===== src/rtl/rv32_alu_pkg.sv =====
// Shared RV32I ALU definitions: op select codes, opcodes
// and the issue entry bundle carried by the issue stage.
package rv32_alu_pkg;

  localparam logic [3:0] ALU_ADD  = 4'd0;
  localparam logic [3:0] ALU_SUB  = 4'd1;
  localparam logic [3:0] ALU_AND  = 4'd2;
  localparam logic [3:0] ALU_OR   = 4'd3;
  localparam logic [3:0] ALU_XOR  = 4'd4;
  localparam logic [3:0] ALU_SLT  = 4'd5;
  localparam logic [3:0] ALU_SLTU = 4'd6;
  localparam logic [3:0] ALU_SLL  = 4'd7;
  localparam logic [3:0] ALU_SRL  = 4'd8;
  localparam logic [3:0] ALU_SRA  = 4'd9;

  localparam logic [6:0] OPC_OP     = 7'b0110011;
  localparam logic [6:0] OPC_OP_IMM = 7'b0010011;
  localparam logic [6:0] OPC_LUI    = 7'b0110111;
  localparam logic [6:0] OPC_AUIPC  = 7'b0010111;
  localparam logic [6:0] OPC_BRANCH = 7'b1100011;
  localparam logic [6:0] OPC_LOAD   = 7'b0000011;
  localparam logic [6:0] OPC_STORE  = 7'b0100011;

  typedef struct packed {
    logic [31:0] operand_a;
    logic [31:0] operand_b;
    logic [3:0]  alu_control;
    logic [4:0]  rd;
    logic        rd_we;
    logic        branch;
    logic [2:0]  funct3;
    logic        illegal;
  } issue_entry_t;

  function automatic logic [3:0] f3_to_alu(
    input logic [2:0] f3,
    input logic       alt
  );
    logic [3:0] op;
    op = ALU_ADD;
    unique case (f3)
      3'b000: op = alt ? ALU_SUB : ALU_ADD;
      3'b001: op = ALU_SLL;
      3'b010: op = ALU_SLT;
      3'b011: op = ALU_SLTU;
      3'b100: op = ALU_XOR;
      3'b101: op = alt ? ALU_SRA : ALU_SRL;
      3'b110: op = ALU_OR;
      default: op = ALU_AND;
    endcase
    return op;
  endfunction

endpackage


===== src/rtl/alu_decode.sv =====
// Combinational RV32I decode of one instruction into an
// ALU issue entry (operands, op select, writeback info).
module alu_decode
  import rv32_alu_pkg::*;
(
  input  logic [31:0]  instr,
  input  logic [31:0]  pc,
  input  logic [31:0]  rs1_data,
  input  logic [31:0]  rs2_data,
  output issue_entry_t entry
);

  logic [6:0]  opcode;
  logic [2:0]  f3;
  logic [6:0]  f7;
  logic [31:0] imm_i;
  logic [31:0] imm_s;
  logic [31:0] imm_u;
  logic        f7_ok;
  logic        is_shift;
  logic        wr;
  logic        ill;

  assign opcode = instr[6:0];
  assign f3     = instr[14:12];
  assign f7     = instr[31:25];
  assign imm_i  = {{20{instr[31]}}, instr[31:20]};
  assign imm_s  = {{20{instr[31]}}, instr[31:25],
                   instr[11:7]};
  assign imm_u  = {instr[31:12], 12'b0};
  assign is_shift = (f3 == 3'b001) || (f3 == 3'b101);
  assign f7_ok  = (f7 == 7'b0000000) ||
                  ((f7 == 7'b0100000) &&
                   ((f3 == 3'b000) || (f3 == 3'b101)));

  always_comb begin
    entry = '0;
    entry.rd = instr[11:7];
    entry.funct3 = f3;
    entry.alu_control = ALU_ADD;
    wr = 1'b0;
    ill = 1'b0;
    unique case (1'b1)
      opcode == OPC_OP: begin
        entry.operand_a = rs1_data;
        entry.operand_b = rs2_data;
        entry.alu_control = f3_to_alu(f3, f7[5]);
        wr = 1'b1;
        ill = !f7_ok;
      end
      opcode == OPC_OP_IMM: begin
        entry.operand_a = rs1_data;
        entry.operand_b = is_shift ?
          {27'b0, instr[24:20]} : imm_i;
        entry.alu_control =
          f3_to_alu(f3, is_shift & f7[5]);
        wr = 1'b1;
        ill = is_shift && !f7_ok;
      end
      opcode == OPC_LUI: begin
        entry.operand_b = imm_u;
        wr = 1'b1;
      end
      opcode == OPC_AUIPC: begin
        entry.operand_a = pc;
        entry.operand_b = imm_u;
        wr = 1'b1;
      end
      opcode == OPC_BRANCH: begin
        entry.operand_a = rs1_data;
        entry.operand_b = rs2_data;
        entry.branch = 1'b1;
        unique case (f3[2:1])
          2'b00: entry.alu_control = ALU_SUB;
          2'b10: entry.alu_control = ALU_SLT;
          2'b11: entry.alu_control = ALU_SLTU;
          default: ill = 1'b1;
        endcase
      end
      opcode == OPC_LOAD: begin
        entry.operand_a = rs1_data;
        entry.operand_b = imm_i;
        wr = 1'b1;
      end
      opcode == OPC_STORE: begin
        entry.operand_a = rs1_data;
        entry.operand_b = imm_s;
      end
      default: ill = 1'b1;
    endcase
    // Illegal entries still issue, but as a harmless ADD
    if (ill) begin
      entry.alu_control = ALU_ADD;
      entry.branch = 1'b0;
    end
    entry.illegal = ill;
    entry.rd_we = wr && !ill && (instr[11:7] != 5'd0);
  end

endmodule


===== src/rtl/alu_issue_stage.sv =====
// Registered ALU issue stage: decode into a main entry
// backed by a one-entry skid, valid/ready on both sides.
module alu_issue_stage
  import rv32_alu_pkg::*;
#(
  parameter int XLEN = 32
) (
  input  logic            clk,
  input  logic            rst,
  input  logic            in_valid,
  output logic            in_ready,
  input  logic [31:0]     in_instr,
  input  logic [XLEN-1:0] in_pc,
  input  logic [XLEN-1:0] in_rs1_data,
  input  logic [XLEN-1:0] in_rs2_data,
  input  logic            flush,
  output logic            out_valid,
  input  logic            out_ready,
  output logic [XLEN-1:0] out_operand_a,
  output logic [XLEN-1:0] out_operand_b,
  output logic [3:0]      out_alu_control,
  output logic [4:0]      out_rd,
  output logic            out_rd_we,
  output logic            out_branch,
  output logic [2:0]      out_funct3,
  output logic            out_illegal
);

  typedef enum logic [1:0] {
    EMPTY,
    ONE,
    FULL
  } state_t;

  state_t       state;
  issue_entry_t dec;
  issue_entry_t main_q;
  issue_entry_t skid_q;
  logic         in_ready_q;
  logic         out_valid_q;
  logic         accept;
  logic         drain;

  alu_decode u_dec (
    .instr    (in_instr),
    .pc       (in_pc),
    .rs1_data (in_rs1_data),
    .rs2_data (in_rs2_data),
    .entry    (dec)
  );

  assign accept = in_valid && in_ready_q;
  assign drain  = out_valid_q && out_ready;

  always_ff @(posedge clk) begin
    if (rst) begin
      state       <= EMPTY;
      main_q      <= '0;
      skid_q      <= '0;
      out_valid_q <= 1'b0;
      in_ready_q  <= 1'b1;
    end else if (flush) begin
      state       <= EMPTY;
      out_valid_q <= 1'b0;
      in_ready_q  <= 1'b1;
    end else begin
      unique case (state)
        EMPTY: begin
          if (accept) begin
            main_q      <= dec;
            out_valid_q <= 1'b1;
            state       <= ONE;
          end
        end
        ONE: begin
          if (accept && drain) begin
            main_q <= dec;
          end else if (accept) begin
            skid_q     <= dec;
            in_ready_q <= 1'b0;
            state      <= FULL;
          end else if (drain) begin
            out_valid_q <= 1'b0;
            state       <= EMPTY;
          end
        end
        FULL: begin
          if (drain) begin
            main_q     <= skid_q;
            in_ready_q <= 1'b1;
            state      <= ONE;
          end
        end
        default: begin
          state       <= EMPTY;
          out_valid_q <= 1'b0;
          in_ready_q  <= 1'b1;
        end
      endcase
    end
  end

  assign in_ready        = in_ready_q;
  assign out_valid       = out_valid_q;
  assign out_operand_a   = main_q.operand_a;
  assign out_operand_b   = main_q.operand_b;
  assign out_alu_control = main_q.alu_control;
  assign out_rd          = main_q.rd;
  assign out_rd_we       = main_q.rd_we;
  assign out_branch      = main_q.branch;
  assign out_funct3      = main_q.funct3;
  assign out_illegal     = main_q.illegal;

endmodule


===== config.mk =====
export PLATFORM = sky130hd
export DESIGN_NAME = alu_issue_stage
export DESIGN_NICKNAME = d
export VERILOG_FILES = /design/src/rtl/rv32_alu_pkg.sv /design/src/rtl/alu_decode.sv /design/src/rtl/alu_issue_stage.sv
export SDC_FILE = /design/constraint.sdc
export NUM_CORES = 1
export LEC_CHECK = 0
export BUFFER_PORTS_ARGS = -buffer_cell sky130_fd_sc_hd__buf_2
export CORE_UTILIZATION = 48
export DETAILED_ROUTE_END_ITERATION = 10
export GPL_ROUTABILITY_DRIVEN = 0
export PLACE_DENSITY = 0.75
export SLEW_MARGIN = 10
export SYNTH_ARGS = -nofsm -noshare
export SYNTH_HDL_FRONTEND = slang
export SYNTH_HIERARCHICAL = 1
export SYNTH_SLANG_ARGS = --single-unit

===== constraint.sdc =====
create_clock -name clk -period 1.8 [get_ports clk]
set_clock_uncertainty 0.1 [all_clocks]
set_input_delay 0.36 -clock clk [delete_from_list [all_inputs] [get_ports clk]]
set_output_delay 0.36 -clock clk [all_outputs]
set_load 0.1 [all_outputs]

# After elaboration in Yosys (flattened, before gate mapping)
# Index checks and enable logic that the tools add are counted.
# W data, S select, Z words.
[word_totals]
in_bits = 133
ff_bits = 162
output_inout_bits = 81
word_cells = 116
[classes]
bitwise_logic = 5
eq_ne = 26
reduce_logical = 30
muxes = 36
[ops]
columns = ["op", "count"]
rows = [
  ["$mux W79", 3],
  ["$pmux W79 S3", 1],
  ["$pmux W32 S5", 1],
  ["$pmux W32 S2", 1],
  ["$pmux W4 S7", 2],
  ["$mux W32", 1],
  ["$eq A7 B6 Y1 const B", 4],
  ["$mux W1", 15],
  ["$eq A7 B5 Y1 const B", 2],
  ["$ne A2 B2 Y1 const B", 7],
  ["$pmux W4 S3", 1],
  ["$reduce_and A4 Y1", 3],
  ["$mux W2", 5],
  ["$reduce_and A5 Y1", 2],
  ["$reduce_or A5 Y1", 2],
  ["$eq A3 B3 Y1 const B", 3],
  ["$pmux W3 S3", 1],
  ["$eq A7 B2 Y1 const B", 1],
  ["$eq A7 B7 Y1 const B", 1],
  ["$logic_and A1 B1 Y1", 7],
  ["$logic_not A7 Y1", 1],
  ["$eq A2 B2 Y1 const B", 3],
  ["$eq A3 B2 Y1 const B", 2],
  ["$pmux W1 S3", 2],
  ["other kinds (17)", 26],
]

# Depth between registers and ports, before layout
# Gate-level depths: netlist of the first run.
[logic_depth]
ltp_word = 12
ltp_mapped = 8
mapped_depth_nobuf = 6

# Modules after synthesis
# Netlist of the first run, hierarchy kept.
[modules_own_cells]
columns = ["module", "cells_per_inst", "area_each_um2", "seq_area_each_um2", "n_inst"]
rows = [
  ["alu_issue_stage", 737, 6541.3, 3243.1, 1],
  ["alu_decode", 151, 1197.4, 0.0, 1],
]

# Worst setup path after synthesis of the first run
# OpenSTA, ideal clock, no wires.
[synth_timing]
path_type = "register -> register"
start = "register in_ready_q (netlist: in_ready)"
end = "register skid_q[68] in the netlist's numbering"
path_slack_ns = -0.814
required_ns = 1.568
period_less_slack_ns = 2.614
n_path_buf = 3
path_stages_with_launch = 8
setup_time_ns = 0.132
arrival_time_ns = 2.382
cell_sequence = "dfxtp_1 > nand2_2 > or4_1 > buf_2 > buf_2 > buf_2 > nand2_1 > a21oi_1"
[synth_between]
elab_chain_cells = 4
[synth_lines]
columns = ["item", "line", "text"]
rows = [
  ["from (decl)", "alu_issue_stage.sv:39", "logic in_ready_q;"],
  ["from (signal assigned)", "alu_issue_stage.sv:61", "in_ready_q <= 1'b1;"],
  ["from (signal assigned)", "alu_issue_stage.sv:65", "in_ready_q <= 1'b1;"],
  ["from (signal assigned)", "alu_issue_stage.sv:80", "in_ready_q <= 1'b0;"],
  ["$logic_and A1 B1 Y1 (*)", "alu_issue_stage.sv:52", "assign accept = in_valid && in_ready_q;"],
  ["$logic_and A1 B1 Y1", "alu_issue_stage.sv:76", "if (accept && drain) begin"],
  ["$not A1 Y1 (no line)", "n/a", ""],
  ["$reduce_and A4 Y1 (no line) (*)", "n/a", ""],
  ["to (signal assigned)", "alu_issue_stage.sv:59", "skid_q <= '0;"],
  ["to (signal assigned)", "alu_issue_stage.sv:79", "skid_q <= dec;"],
  ["to (decl)", "alu_issue_stage.sv:38", "issue_entry_t skid_q;"],
]
# Mark *: on every way between the ends. The rest lies on a longest branch, timed or not.
# A chain may end at the register's enable or synchronous reset.

# Worst setup path after layout of the first run
[layout_timing]
start = "register in_ready_q (netlist: in_ready)"
end = "register main_q (netlist bit out_operand_b[11])"
[layout_between]
elab_chain_cells = 4
elab_cells_between_ends = 5
cone_classes = "eq/ne (2); reduce/logical (3)"
[layout_lines]
columns = ["item", "line", "text"]
rows = [
  ["$logic_and A1 B1 Y1 (*)", "alu_issue_stage.sv:52", ""],
  ["$logic_and A1 B1 Y1", "alu_issue_stage.sv:76", ""],
  ["$ne A2 B2 Y1 (no line)", "n/a", ""],
  ["$reduce_and A5 Y1 (no line) (*)", "n/a", ""],
  ["to (signal assigned)", "alu_issue_stage.sv:89", "main_q <= skid_q;"],
  ["to (decl)", "alu_issue_stage.sv:37", "issue_entry_t main_q;"],
]
# Marks and branches as above.

==> key figures, run 1 <==
GRT
  • Gr usage total: 27.5%
  • GR Layer Usage met1: about 38%
  • First-pass GRT wire length: 35400 um
  • Antenna violations before repair: 0
  • Largest net degree at the start of global routing: 109
  • M3 GR Usage: 6.24%
  • Vias in the first global route: 6723
  • Grt total ovfl: 0
  • Met2 usage: 41.8%
  • Gr busiest metal: met2

Finish
  • Area growth syn-to-layout: 32.5%
  • Layout Nets: 1241
  • Cell area after layout: approximately 10000 sq um
  • Share of post-route cells with drive strength above 1: 32.4%
  • Number of inserted diodes: 0
  • Commonest cells after routing, fill and taps aside: buf_2, nand2_1, a21oi_1, dfxtp_1, mux2i_1
  • Most common cell after layout, fill and taps aside: buf_2
  • FF/Latch Area: ~3300 sq um
  • Multi-input logic area: 4100 sq um
  • # fillers: 1309

Drt
  • DR iter-0 viols: 474
  • Antenna Nets Post-Route: 0
  • Detailed-route wire length per cell: 17.1 um
  • DRC: 0
  • Total wire length: between 20000 and 25000 um
  • Vias per cell: 5.59
  • Vias: about 7500
  • Detailed-router iteration count before antenna repair: 5

Synthesis
  • Mapped Nets: 1021
  • Synth Area in Compound Gates: between 20 and 30%
  • Synth Flop Type: dfxtp_1
  • Post-synth top area cell: dfxtp_1
  • Largest family of logic cells by synthesized area: compound AO/OA/AOI/OAI gates
  • Adder-Cell Fraction of Synth Area: 0%
  • Post-Synth Simple-Gate Area: 13.0%
  • Async S/R FF share, synth: 0%
  • Synth unique cells: 51
  • YS warnings: 6
  • Mapped Area: just under 8000 sq um
  • Mean Syn Cell Area: around 8.7 sq um
  • Top post-synthesis cells by area: dfxtp_1, a21oi_1, mux2i_1, nand2_1, a211oi_1
  • Register bit total from synthesis: roughly 160
  • Top-area cell type share of the netlist area: 41.9%
  • Mux cell area share after synthesis: a little over a tenth
  • Post-synth EDFFs: 0
  • Seq/Total Area, Yosys: 41.9%
  • Mapped Cells: 888
  • Xor and xnor area share after synthesis: 0.340%

Clock tree
  • Reg clk slew, reported paths: 0.07 ns
  • Clock Path Buffers: 2
  • CTS tree: yes
  • H-tree Lvls: 4
  • Sink Count: 162
  • Clock latency on the worst-skew pair: 0.42 ns
  • Root buffer cell: clkbuf_16
  • CTS Buf Count: 17
  • Hold_buf cts: 0

Setup path
  • Critical Path Source Type: flip-flop
  • FF-to-FF setup slack: -0.06 ns
  • Critical path class: flip-flop to flip-flop
  • CP Data Arrival Time: 2.03 ns
  • Worst Path Required: 1.98 ns
  • Crit Path Max Fanout: 24
  • Crit. End Element: flip-flop

STA
  • Worst Tran Pin Value: roughly 0.55 ns
  • Period utilization: 103%
  • Post-route setup slack: -0.0565 ns
  • Crit path time final: 1.86 ns
  • Final Setup Violations: 79
  • Unrepaired setup endpoints after global routing: yes
  • Final Hold Violating Endpoints: 0
  • Relative slew slack: a little under two thirds
  • Max Slew Vio Count: 0
  • Fmax: 539 MHz
  • Setup TNS Final: -2.42 ns

Pwr
  • PD cells: 926 nW/um^2
  • Lkg Pwr: roughly 4.6 nW
  • Max VDD drop: 0.000689 V

Placed design
  • IO buf count: roughly 210
  • DP HPWL: approximately 15000 um
  • Post-DP Area: around 9500 sq um

Run status
  • Failing checks: setup timing
  • Status: complete, but fails checks

Floorplan
  • Die area: 16600 sq um
  • Die Width: about 130 um
  • Row count: 46
  • Core area: 15800 sq um
  • Initial Util: 48.9%
  • # IOs: approximately 210
  • Die H: 129 um

Flow run
  • Max cap viols: 0

Worst hold path
  • Worst hold path type: input port to flip-flop
-- sequential cells by signal, summed over array words and instances, names as in the netlist --
register and cells:
out_rd_we 1, out_operand_b 32, out_operand_a 32, out_rd 5
in_ready 1, skid_q 79, state 2, out_illegal 1
out_valid 1, out_alu_control 4, out_funct3 3, out_branch 1
-- cells by family (layout without fill, tap and decap cells) --
kind of cell / after synthesis / in the layout
and+or+nand+nor: 221 / 221
AOI/OAI and AO/OA: 322 / 322
xor gates and xnor gates: 3 / 3
muxes: 81 / 81
DFF: 162 / 162
buffers and inverters: 99 / 332
-- synth_stat cells (all sizes together), types with 3 or more instances --
library cell	count
clkbuf	43
nor3	5
nand3	4
and2	8
buf	56
a22o	39
a211oi	81
or4	3
mux2i	79
o21ai	4
or2	4
and3	3
nor2b	4
nand2b	4
nand2	163
nor2	12
a221o	24
a21oi	161
dfxtp	162
o21a	3
-- layer usage --
layer | wire [um] | vias to the layer above
met4 | 551 | 0
met2 | 10300 | 237
li1 | - | 3676
met1 | 10600 | 3516
met5 | 0 | -
met3 | 1380 | 44
-- repair_timing --
action | in CTS | in global routing
cloned | 2 | 1
setup endpoints to repair | 158 | 101
buffers inserted | 2 | 1
pin swaps | 2 | 2
gates resized for setup | 6 | 16
-- through the flow --
stage | hold WS [ns] | power (W) | std cells | utilization [%] | worst slack (ns)
after floorplan | 0.336 | 0.00543 | 888 | - | -0.180
after global placement | 0.341 | 0.00594 | 1299 | 59.9 | -0.285
after detailed placement | 0.346 | 0.00597 | 1299 | 59.9 | -0.367
after CTS | 0.110 | 0.00951 | 1335 | 64.1 | 0.00946
after global routing | 0.116 | 0.00980 | 1337 | 64.8 | -0.132
final | 0.128 | 0.00949 | 1337 | 64.8 | -0.0565
-- where the power goes --
part	leakage (nW)	total, W	switching (W)	internal, W
clock network	0.270	0.00353	0.00147	0.00206
logic	2.99	0.00215	0.00160	0.000546
registers	1.32	0.00382	0.0000816	0.00373
total	4.58	0.00949	0.00316	0.00634
-- worst max-delay path: stages, from the launching register on --
cell      delay (ns)
dfxtp_4         0.38
nand4_1         0.19
a221oi_4        0.38
buf_6           0.16
and2_4          0.21
buf_12          0.19
a211oi_1        0.09
-- cell type report --
| class | count | share of cell area (%) |
|---|---|---|
| clock inverter | 11 | 1.28 |
| tap | 216 | 2.64 |
| multi-input combinational | 627 | 40.0 |
| sequential | 162 | 31.7 |
| timing repair buffer | 300 | 20.1 |
| clock buffer | 21 | 4.30 |
-- path summary, 6_finish.rpt --
kind | start | to | depth (start not counted)
worst max register to register | in_ready | out_operand_b[11] | 6
worst min register to register | skid_q[78] | skid_q[78] | 2
worst max-delay path | in_ready | out_operand_b[11] | 6
worst min-delay path | in_instr[7] | skid_q[6] | 3
Power figures use the tool's default switching activity.
==> run 2: changes to the inputs <==
ABC_AREA = 1   (was default)
CORE_UTILIZATION = 49   (was 48)
==> run 2 against run 1 <==
The flow now finishes without violations; core utilization decreased by 1.8 points; area after synthesis increased by 15%; power increased by 3.9%; sequential power about the same; largest cell class unchanged; register-to-register slack improved by 0.16 ns; flip-flop and latch count unchanged; die area increased by 13%; non-clock buffer count decreased by 16; final cell count increased by 41%; fmax increased by 8.6%; first-iteration DRC count increased by 27%.
==> key figures, run 2 <==
Run status
  • Status: finished, final reports clean

GRT
  • Gr usage total: 28.4%
  • Antenna violations before repair: 0
  • Vias in the first global route: 8680
  • First-pass GRT wire length: 41800 um
  • Largest net degree at the start of global routing: 63
  • Grt total ovfl: 0

Drt
  • DRC: 0
  • DR iter-0 viols: 601
  • Detailed-route wire length per cell: 13.9 um
  • Total wire length: 26100 um
  • Detailed-router iteration count before antenna repair: 6
  • Vias: 9654
  • Vias per cell: 5.13
  • Antenna Nets Post-Route: 0

STA
  • Fmax: 585 MHz
  • Crit path time final: 1.71 ns
  • Relative slew slack: 65.1%
  • Max Slew Vio Count: 0
  • Worst Tran Pin Value: about 0.53 ns
  • Final Setup Violations: 0
  • Unrepaired setup endpoints after global routing: no
  • Period utilization: 95.0%
  • Final Hold Violating Endpoints: 0
  • Post-route setup slack: 0.0898 ns

Synthesis
  • Largest family of logic cells by synthesized area: simple AND/OR/NAND/NOR gates
  • Mapped Nets: 1580
  • Top post-synthesis cells by area: dfxtp_1, nand2_1, nand3_1, nor2_1, inv_1
  • Mapped Area: 8910 sq um
  • Mapped Cells: 1447
  • Synth Area in Compound Gates: 9.72%
  • Commonest cells in the netlist: nand2_1, nor2_1, nand3_1
  • YS warnings: 6
  • Top-area cell type share of the netlist area: between 30 and 40%
  • Post-synth EDFFs: 0
  • Seq/Total Area, Yosys: between 30% and 40%
  • Async S/R FF share, synth: 0%
  • Most instantiated library cell after synthesis: nand2_1
  • Register bit total from synthesis: 162
  • Xor and xnor area share after synthesis: 0%
  • Post-Synth Simple-Gate Area: 40.5%
  • Mean Syn Cell Area: 6.16 sq um
  • Synth unique cells: 32
  • Post-synth top area cell: dfxtp_1
  • Mux cell area share after synthesis: 0%
  • Adder-Cell Fraction of Synth Area: 0%
  • Synth Flop Type: dfxtp_1

Setup path
  • Crit-path cells: buf_2
  • CP bufs+invs: 1
  • Slowest CP cell: buf_2
  • Crit path max-delay family: buffers and inverters
  • Crit Path Max Fanout: 2
  • Critical Path Source Type: flip-flop
  • Worst Path Required: 1.34 ns
  • R2R depth: 6
  • Crit. End Element: primary output
  • Critical R2R Capture: skid_q[36]
  • Critical path class: flip-flop to primary output
  • FF-to-FF setup slack: 0.10 ns
  • Slowest Stage Delay on Critical Path: 0.45 ns
  • Worst flop-to-flop path startpoint: state[0]
  • CP Data Arrival Time: ~1.3 ns

Finish
  • # fillers: between 1500 and 2000
  • Area growth syn-to-layout: 24.0%
  • FF/Latch Area: 3250 sq um
  • Non-Filler Instances: 1882
  • Reg with most FFs: skid_q
  • Layout Nets: 1777
  • Final Core Density: 63.0%
  • Share of post-route cells with drive strength above 1: between 20 and 25%
  • Largest register FFs: 79
  • Number of inserted diodes: 0
  • Most common cell after layout, fill and taps aside: nand2_1
  • Multi-input logic area: 4480 sq um
  • Commonest cells after routing, fill and taps aside: nand2_1, buf_2, nor2_1, nand3_1, dfxtp_1

Pwr
  • Lkg Pwr: 5.53 nW
  • Max VDD drop: 0.000698 V
  • PD cells: approximately 890 nW/um^2

Clock tree
  • Reg clk slew, reported paths: 0.07 ns
  • Root buffer cell: clkbuf_16
  • CTS tree: yes
  • Hold_buf cts: 0
  • H-tree Lvls: 4
  • CTS Buf Count: 17
  • Clock latency on the worst-skew pair: 0.43 ns
  • Sink Count: 162
  • Clock Path Buffers: 2

Floorplan
  • Core area: about 18000 sq um
  • Die Width: 137 um
  • Row count: 48
  • Die area: 18700 sq um
  • Initial Util: approximately half
  • Die H: 137 um
  • # IOs: 214

Placed design
  • DP HPWL: ~18000 um
  • Pre-CTS setup slack: -0.171 ns
  • IO buf count: approximately 210
  • Placed cell count: 1850

Worst hold path
  • Hold Path Depth: 2
  • Min-Delay Endpoint: state[1]
  • Worst hold path type: input port to flip-flop
  • Worst Hold Launch: flush

Flow run
  • Max cap viols: 0
-- run 2: cell types whose count changed after synthesis, moves of 9 or more --
cell      before  now
a221o_1       24    0
inv_2          0   10
o22ai_1        1   32
nor2_1        10  183
mux2i_1       79    0
a21oi_1      161   83
clkbuf_1      43   34
a22oi_1        1   22
inv_1          0  156
nand3_1        4  177
a22o_1        39    0
a211oi_1      80    0
nand2_1      162  472
-- run 2: stage by stage --
step           cell area (sq um)  hold WS [ns]  setup TNS, ns  power, W
3_5_place_dp               10400         0.352          -7.95   0.00616
3_3_place_gp               10400         0.348          -5.65   0.00614
6_report                   11100        0.0851              0   0.00986
2_1_floorplan               8920         0.339              0   0.00559
4_1_cts                    11000        0.0705              0   0.00993
5_1_grt                    11100        0.0823              0    0.0102
-- run 2: cell families after synthesis --
kind of cell / Yosys count
simple gates: 864
buf+inv: 273
flops: 162
compound gates: 148
-- run 2: per-layer routing --
metal  up-vias  track usage [%]  wire (um)
met5         -                0          0
met4         0             9.89        518
met3        41             5.04       1930
met2       406             48.5      12500
met1      4306             35.7      11200
li1       4901                -          -
-- run 2: area by class of cell --
class                   count  share of cell area, %
clock buffers              19                   4.10
inverters                 167                   5.70
multi-input cells        1012                   40.6
repair buffers            284                   16.2
well taps                 225                   2.55
clock inverters            13                   1.45
flip-flops and latches    162                   29.4
-- run 2: report_power, final --
part	internal, W	total (W)	switching, W
clock	0.00217	0.00378	0.00161
combinational	0.000522	0.00227	0.00175
sequential	0.00373	0.00381	0.0000813
total	0.00642	0.00986	0.00344
-- run 2: how the worst max path moves through the flow --
stage	to	start	cells past startpoint	slack [ns]
after global routing	skid_q[14]	state[0]	6	0.002
after global placement	out_alu_control[1]	in_instr[28]	13	-0.15
after floorplan	out_operand_b[10]	in_ready	9	0.1
after detailed placement	out_operand_b[22]	in_instr[2]	15	-0.17
final	out_operand_b[23]	out_operand_b[23]	1	0.09
after CTS	out_alu_control[2]	out_alu_control[2]	1	0.07
-- run 2: timing repair --
| item | CTS | global route |
|---|---|---|
| setup endpoints to repair | 0 | 11 |
| setup buffers | 0 | 0 |
| resized for setup | 0 | 2 |
==> run 3: changes to the inputs <==
CORE_UTILIZATION = 55   (was 49)
PLACE_DENSITY = default   (was 0.75)
PLACE_DENSITY_LB_ADDON = 0.1   (was default)
clock period = 2.2 ns   (was 1.8 ns; I/O delays follow)
==> run 3 against run 2 <==
Via count down 1.4%; critical path depth is 7 higher; combinational power decreased by 21%; die area down 11%; critical endpoint is now out_operand_a[12]; largest cell class unchanged; largest power group unchanged.
==> key figures, run 3 (synthesis gave the netlist of run 2 again) <==
Run status
  • Status: finished, final reports clean

Clock tree
  • Reg clk slew, reported paths: 0.07 ns
  • Sink Count: 162
  • CTS tree: yes
  • Post-CTS Repair Setup Buffers: 0
  • Post-CTS sizing: 0
  • Hold_buf cts: 0
  • Root buffer cell: clkbuf_16
  • Clock latency on the worst-skew pair: 0.42 ns
  • Clock Path Buffers: 2
  • H-tree Lvls: 4
  • CTS Buf Count: 17

Drt
  • Detailed-route wire length per cell: 13.8 um
  • Antenna Nets Post-Route: 0
  • DR iter-0 viols: 863
  • Vias per cell: around 5.2
  • Detailed-router iteration count before antenna repair: 6
  • Total wire length: 25300 um
  • Vias: 9521
  • DRC: 0

Floorplan
  • Die H: 129 um
  • Core area: 15800 sq um
  • # IOs: 214
  • Row count: 46
  • Initial Util: between 50 and 60%
  • Die area: around 17000 sq um
  • Die Width: 129 um

Setup path
  • CP Data Arrival Time: around 2.1 ns
  • R2R depth: 8
  • Critical Path Source Type: flip-flop
  • Worst Setup EP: out_operand_a[12]
  • Crit path from: state[0]
  • Worst Path Required: between 2 and 2.5 ns
  • Slowest Stage Delay on Critical Path: 0.56 ns
  • Worst flop-to-flop path startpoint: state[0]
  • Crit Path Max Fanout: 34
  • Critical path class: flip-flop to flip-flop
  • Crit. End Element: flip-flop
  • FF-to-FF setup slack: 0.33 ns
  • Critical R2R Capture: out_operand_a[12]
  • CP most frequent cell: nand2_1
  • Crit-path cells: inv_2, nand3_2, nand2_1, nor2_4, buf_4, nand3_1, nand2_1, nor2_1
  • Slowest CP cell: dfxtp_1

Finish
  • Commonest cells after routing, fill and taps aside: nand2_1, buf_2, nor2_1, nand3_1, dfxtp_1
  • Final Core Density: 67.2%
  • Area growth syn-to-layout: 19.4%
  • Share of post-route cells with drive strength above 1: about a fifth
  • Cell area after layout: between 10000 and 15000 sq um
  • Reg with most FFs: skid_q
  • Number of inserted diodes: 0
  • Layout Nets: 1736
  • FF/Latch Area: 3240 sq um
  • Most common cell after layout, fill and taps aside: nand2_1
  • # fillers: approximately 1500
  • Multi-input logic area: approximately 4500 sq um
  • Largest register FFs: 79

STA
  • Setup TNS Final: 0 ns
  • Fmax: 535 MHz
  • Relative slew slack: 60.5%
  • Period utilization: between 80% and 90%
  • Unrepaired setup endpoints after global routing: no
  • Final Setup Violations: 0
  • Final Hold Violating Endpoints: 0
  • Max Slew Vio Count: 0
  • Crit path time final: around 1.9 ns
  • Worst Tran Pin Value: 0.592 ns

Flow run
  • Max cap viols: 0

Placed design
  • IO buf count: 213
  • DP HPWL: approximately 16000 um
  • Post-DP Area: between 10000 and 15000 sq um

Worst hold path
  • Worst Hold Launch: flush
  • Worst hold path type: input port to flip-flop

GRT
  • Grt total ovfl: 0
  • First-pass GRT wire length: 40100 um
  • Vias in the first global route: 8240
  • Largest net degree at the start of global routing: 82
  • Antenna violations before repair: 0
  • Gr usage total: approximately 30%

Pwr
  • PD cells: 740 nW/um^2
  • Lkg Pwr: ~5.3 nW
  • Final total power: between 0.007 and 0.008 W
  • Max VDD drop: 0.000510 V
[run 3: cell types whose count changed in the layout (fill, tap and decap cells not counted), moves of 2 or more]
cell,change
buf_12,-5
inv_6,-2
dfxtp_4,-2
dfxtp_1,+2
clkinv_4,+4
buf_4,-34
[run 3: through the flow]
step | std cells | hold WS [ns] | setup slack [ns]
floorplan | 1447 | 0.339 | 0.00833
global placement | 1800 | 0.348 | 0.109
detailed placement | 1800 | 0.352 | 0.0919
CTS | 1832 | 0.173 | 0.343
global route | 1832 | 0.193 | 0.184
finish | 1832 | 0.180 | 0.331
[run 3: cell type report]
| cell class | instances | share of cell area, % |
|---|---|---|
| inverter | 167 | 5.92 |
| sequential | 162 | 30.5 |
| clock inverter | 14 | 1.36 |
| timing repair buffer | 243 | 13.3 |
| tap | 216 | 2.54 |
| clock buffer | 18 | 4.13 |
| multi-input combinational | 1012 | 42.2 |
[run 3: worst min path at each step]
stage	to	cells past startpoint	slack, ns
floorplan	skid_q[0]	2	0.34
global placement	skid_q[7]	2	0.35
detailed placement	skid_q[1]	2	0.35
CTS	state[1]	2	0.17
global route	state[1]	2	0.19
finish	state[1]	2	0.18
[run 3: worst max-delay path: cells and delay by family (launching register included)]
family | cells | cell delay (ns)
buffers and inverters | 2 | 0.49
DFF | 1 | 0.56
and+or+nand+nor | 6 | 0.60
[run 3: layer usage]
| metal | wire length (um) | GRT usage [%] |
|---|---|---|
| met1 | 10800 | 38.2 |
| met2 | 12300 | 52.8 |
| met3 | 1820 | 5.24 |
| met4 | 374 | 8.58 |
| met5 | 0 | 0 |
[run 3: where the power goes]
part           leakage [nW]  internal (W)  switching (W)
Clock                 0.290       0.00163        0.00132
Sequential             1.32       0.00305      0.0000641
Combinational          3.69      0.000386        0.00141
Total                  5.30       0.00507        0.00280
